<file path="src/rtl/admo_div.sv">
// Iterative RV32M divide/remainder unit (DIV, DIVU, REM, REMU).
// Restoring shift-subtract, one quotient bit per cycle, registered result with a one-cycle valid pulse.
module admo_div #(
   parameter int DATA_WIDTH = 32
) (
   input  logic                  clk_i,
   input  logic                  rst_ni,
   input  logic                  start_i,
   input  logic                  flush_i,
   input  logic [1:0]            op_i,
   input  logic [DATA_WIDTH-1:0] operand_a_i,
   input  logic [DATA_WIDTH-1:0] operand_b_i,
   output logic                  busy_o,
   output logic                  valid_o,
   output logic [DATA_WIDTH-1:0] result_o
);

   localparam int CW = $clog2(DATA_WIDTH);

   typedef enum logic [1:0] {
      IDLE = 2'd0,
      CALC = 2'd1,
      DONE = 2'd2
   } state_t;

   state_t                state_q, state_d;
   logic [1:0]            op_q;
   logic                  sign_a_q, sign_b_q;
   logic [DATA_WIDTH-1:0] quo_q, div_q, rem_q, result_q;
   logic [CW-1:0]         cnt_q;

   logic                  accept, is_signed, sign_a, sign_b, b_zero, ovf, special;
   logic [DATA_WIDTH-1:0] abs_a, abs_b, special_res, quo_step, rem_step, calc_res;
   logic [DATA_WIDTH:0]   rem_shift, diff;

   // Operand conditioning and special-case decode for the accept edge.
   always_comb begin
      accept      = (state_q == IDLE) && start_i && !flush_i;
      is_signed   = ~op_i[0];
      sign_a      = is_signed & operand_a_i[DATA_WIDTH-1];
      sign_b      = is_signed & operand_b_i[DATA_WIDTH-1];
      abs_a       = sign_a ? -operand_a_i : operand_a_i;
      abs_b       = sign_b ? -operand_b_i : operand_b_i;
      b_zero      = (operand_b_i == '0);
      ovf         = is_signed && (operand_a_i == {1'b1, {(DATA_WIDTH-1){1'b0}}})
                    && (operand_b_i == '1);
      special     = b_zero | ovf;
      // Zero divisor wins over signed overflow.
      if (b_zero) special_res = op_i[1] ? operand_a_i : '1;
      else        special_res = op_i[1] ? '0 : operand_a_i;
   end

   // One restoring iteration: the trial subtract is one bit wider so its MSB is the borrow.
   always_comb begin
      rem_shift = {rem_q, quo_q[DATA_WIDTH-1]};
      diff      = rem_shift - {1'b0, div_q};
      if (!diff[DATA_WIDTH]) begin
         rem_step = diff[DATA_WIDTH-1:0];
         quo_step = {quo_q[DATA_WIDTH-2:0], 1'b1};
      end else begin
         rem_step = rem_shift[DATA_WIDTH-1:0];
         quo_step = {quo_q[DATA_WIDTH-2:0], 1'b0};
      end
      case (op_q)
         2'b00:   calc_res = (sign_a_q ^ sign_b_q) ? -quo_step : quo_step;
         2'b01:   calc_res = quo_step;
         2'b10:   calc_res = sign_a_q ? -rem_step : rem_step;
         default: calc_res = rem_step;
      endcase
   end

   always_ff @(posedge clk_i) begin
      if (!rst_ni) state_q <= IDLE;
      else         state_q <= state_d;
   end

   // NOTE: next state gets its default before the case so no path leaves it unassigned (no latch).
   always_comb begin
      state_d = state_q;
      case (state_q)
         IDLE:    if (start_i) state_d = special ? DONE : CALC;
         CALC:    if (cnt_q == '0) state_d = DONE;
         DONE:    state_d = IDLE;
         default: state_d = IDLE;
      endcase
      if (flush_i) state_d = IDLE;
   end

   // NOTE: reset is synchronous and clears every working register, not just the control state.
   always_ff @(posedge clk_i) begin
      if (!rst_ni) begin
         op_q     <= '0;
         sign_a_q <= 1'b0;
         sign_b_q <= 1'b0;
         quo_q    <= '0;
         div_q    <= '0;
         rem_q    <= '0;
         cnt_q    <= '0;
         result_q <= '0;
      end else if (accept) begin
         op_q     <= op_i;
         sign_a_q <= sign_a;
         sign_b_q <= sign_b;
         quo_q    <= abs_a;
         div_q    <= abs_b;
         rem_q    <= '0;
         cnt_q    <= CW'(DATA_WIDTH-1);
         if (special) result_q <= special_res;
      end else if (state_q == CALC && !flush_i) begin
         quo_q <= quo_step;
         rem_q <= rem_step;
         cnt_q <= cnt_q - 1'b1;
         if (cnt_q == '0) result_q <= calc_res;
      end
   end

   assign busy_o   = (state_q != IDLE);
   assign valid_o  = (state_q == DONE);
   assign result_o = result_q;

endmodule

</file>
<file path="config.mk">
export PLATFORM = sky130hd
export DESIGN_NAME = admo_div
export DESIGN_NICKNAME = d
export VERILOG_FILES = /design/src/rtl/admo_div.sv
export SDC_FILE = /design/constraint.sdc
export NUM_CORES = 1
export LEC_CHECK = 0
export BUFFER_PORTS_ARGS = -buffer_cell sky130_fd_sc_hd__buf_2
export CAP_MARGIN = 5
export CORE_MARGIN = 4
export CORE_UTILIZATION = 40
export DETAILED_ROUTE_END_ITERATION = 8
export PLACE_DENSITY = 0.53
export SLEW_MARGIN = 25
export SYNTH_ARGS = -nofsm -noshare
export SYNTH_HDL_FRONTEND = slang
export SYNTH_SLANG_ARGS = --single-unit
</file>
<file path="constraint.sdc">
create_clock -name clk_i -period 11.91 [get_ports clk_i]
set_input_delay 1.7865 -clock clk_i [delete_from_list [all_inputs] [get_ports clk_i]]
set_output_delay 1.7865 -clock clk_i [all_outputs]
set_load 0.05 [all_outputs]
</file>
==> results.py <==
metrics = {
    "run_status": {
        "status": "completed",
    },
    "sta": {
        "hold_viol_final": 0,
        "slew_viol_final": 0,
        "setup_viol": 0,
        "fin_crit_sh": 0.473,
        "clock_skew_ns": 0.0172,
        "hold_ws_ns": 0.457,
        "max_slew_margin": 0.307,
        "rsz0062_at_grt": "no",
        "post-route-min-period_ns": 5.64,
        "timing.setup.tns_ns": 0,
        "tightest_slew_ns": 1.04,
        "max_freq_ghz": 0.177,
    },
    "clock_network": {
        "clk_latency_ns": 0.44,
        "root_buffer": "clkbuf_16",
        "cts_setup_buffers": 0,
        "cts_sinks": 139,
        "clk_pin_slew_ns": 0.07,
        "htreeDepth": 4,
        "hold_buffers": 0,
        "cts_tree": "done",
        "cts.path.max_buffers": 2,
        "ctsResizeCount": 0,
        "numCtsBuffers": 17,
    },
    "finish": {
        "area_delta_synth_final_pct": 10.8,
        "num-fill-cells": 3141,
        "drive_above_1_share": 0.121,
        "fin_nets": 1785,
    },
    "synthesis": {
        "async_flop_share": 0,
        "synthFlopType": "dfxtp_1",
        "ys_seq_area_frac": 0.232,
        "synth_edf_count": 0,
        "syn_avg_cell_area_um2": 7.29,
        "syn_inst": 1646,
        "yosys-top-cells-area": "dfxtp_1, a21oi_1, nor2_1, nand2_1, xnor2_1",
        "yosys-top-cells-count": "nor2_1, a21oi_1, nand2_1",
        "syn_nets": 1756,
        "yosysTopAreaCell": "dfxtp_1",
        "syn-cell-area_mm2": 0.0120,
        "synth_warnings": 0,
        "synth_most_common_cell": "nor2_1",
        "synth_top_area_frac": 0.232,
        "synth.ff_latch_count": 139,
        "synth.distinct_cells": 96,
    },
    "worst_setup_path": {
        "end_kind": "register",
        "cpPeakStageDelay_ns": 0.60,
        "cpMostUsedCell": "inv_1",
        "cp.required_ns": 12.24,
        "crit_fanout": 22,
        "cp-start-kind": "register",
        "cp.arrival_ns": 5.97,
        "critical-path-slowest-cell": "nor4_1",
        "r2r_start": "div_q[17]$_SDFFE_PN0P_",
        "path_cells": "inv_1 -> ha_1 -> nand4_1 -> nor4_1 -> o211ai_2 -> nand2_1 -> a21oi_4 -> xnor2_4 -> inv_2 -> o21ai_0 -> inv_1 -> ha_1 -> nand2_1 -> inv_1 -> o2111ai_1 -> nor4_1 -> mux2_2 -> o211ai_1 -> nor3_1 -> a211oi_1 -> o32ai_1",
        "reg2reg_depth": 21,
        "path_class": "register to register",
        "cp_top_family": "simple AND/OR/NAND/NOR gates",
        "r2r_end": "result_o[30]$_SDFFE_PN0P_",
        "startpoint": "div_q[17]$_SDFFE_PN0P_",
        "ff2ff_setup_slack_ns": 6.27,
        "path_buf_inv": 4,
    },
    "hold_path": {
        "hold_depth": 2,
        "min_path_type": "register to register",
        "min_from": "result_o[0]$_SDFFE_PN0P_",
        "whs_endpoint": "result_o[0]$_SDFFE_PN0P_",
    },
    "pwr": {
        "vdd_drop_max_mv": 0.0981,
        "power.leakage_nw": 5.01,
        "p_per_area_mw_per_mm2": 127,
    },
    "grt": {
        "grt_max_degree": 92,
        "overflow": 0,
        "antenna_found_initial": 2,
        "grt_pass1_wl_um": 67800,
        "gr-usage-all-layers": 0.259,
        "grt_pass1_vias": 11512,
    },
    "job": {
        "cap_violations": 0,
    },
    "route": {
        "wl_per_cell_um": 21.4,
        "drc": 0,
        "vias_per_cell": 5.99,
        "postRouteAntennaNets": 0,
        "dr.pass1.iters": 6,
        "routed_wl_um": 44500,
        "drtIter0Drc": 1413,
        "via_count": 12452,
    },
    "floorplan": {
        "die_h_um": 181,
        "die_x_um": 181,
        "initial_utilization": 0.405,
        "core-area_mm2": 0.0296,
        "row_count": 63,
        "ioPinCount": 104,
        "dieArea_mm2": 0.0329,
    },
    "placed_design": {
        "io_buffers": 103,
        "gp_congestion": 0.903,
        "hpwl_um": 34200,
    },
}
cells by family (layout without fill, tap and decap cells):
group,after synthesis,in the layout,share of synthesized area
compound gates,534,534,0.291
xor+xnor,119,119,0.0884
fa+ha+maj,48,48,0.0490
buf+inv,174,216,0.0573
flops,139,139,0.232
mux,49,49,0.0434
other cells,0,1,0
simple gates,583,583,0.239
sequential cells by signal, summed over array words and instances (netlist names):
register,count
cnt_q,5
div_q,32
op_q,2
quo_q,32
rem_q,32
result_o,32
sign_a_q,1
sign_b_q,1
state_q,2
worst min-delay path: cells and delay by family (launching register included):
family | cells | cell delay [ns]
AO/OA/AOI/OAI | 1 | 0.05
flip-flops | 1 | 0.31
AND/OR/NAND/NOR | 1 | 0.05
worst max path at each step:
stage | endpoint | slack [ns] | cells past startpoint
6_report | result_o[30]$_SDFFE_PN0P_ | 6.27 | 21
5_1_grt | result_o[30]$_SDFFE_PN0P_ | 5.94 | 21
4_1_cts | result_o[30]$_SDFFE_PN0P_ | 6.39 | 21
3_5_place_dp | result_o[30]$_SDFFE_PN0P_ | 6.45 | 21
3_3_place_gp | result_o[30]$_SDFFE_PN0P_ | 6.46 | 21
2_1_floorplan | result_o[17]$_SDFFE_PN0P_ | 7.42 | 10
power breakdown:
| group | switching [mW] | internal, mW |
|---|---|---|
| logic | 0.401 | 0.218 |
| clock network | 0.258 | 0.300 |
| registers | 0.0217 | 0.486 |
| total | 0.681 | 1.00 |
metal layers:
metal / track usage / up-vias / wire length [um]
li1: - / 6082 / -
met4: 0.0594 / 0 / 861
met2: 0.387 / 425 / 19000
met3: 0.0439 / 52 / 3190
met5: 0 / - / 0
met1: 0.389 / 5893 / 21400
per-stage QoR:
stage	std cells	setup WS [ns]	util	instance area [um^2]	power [mW]
after CTS	2078	6.39	0.449	13300	1.68
after global placement	2046	6.46	0.429	12700	1.12
final	2079	6.27	0.449	13300	1.68
after detailed placement	2046	6.45	0.429	12700	1.13
after floorplan	1646	7.42	-	12000	0.950
after global routing	2078	5.94	0.449	13300	1.76
area by class of cell:
cell class / count / area, um^2 / share of cell area
repair buffers: 118 / 628 / 0.0472
clock buffers: 17 / 425 / 0.0320
multi-input cells: 1333 / 8560 / 0.643
well taps: 390 / 488 / 0.0367
inverters: 66 / 248 / 0.0186
flip-flops and latches: 139 / 2780 / 0.209
clock inverters: 15 / 170 / 0.0128
diodes: 1 / 2.50 / 0.000188
layout by cell type, fill, tap and decap left out, types with 17 or more instances in the layout:
cell,synthesis,routed
nand3_1,24,24
nand2b_1,17,17
clkbuf_16,0,17
a211oi_1,65,65
xor2_1,55,55
inv_1,63,63
xnor2_1,63,63
o21ai_0,90,90
o31ai_1,19,19
nand2_1,151,151
or3_1,35,35
a22oi_1,34,34
ha_1,39,39
nand4_1,18,18
buf_2,13,103
a21oi_1,158,158
nor3_1,43,43
mux2i_1,36,36
a31oi_1,22,22
nor2_1,180,179
nor4_1,27,25
dfxtp_1,139,139
o211ai_1,22,22
Note: power is estimated with default switching activity, not from simulation.
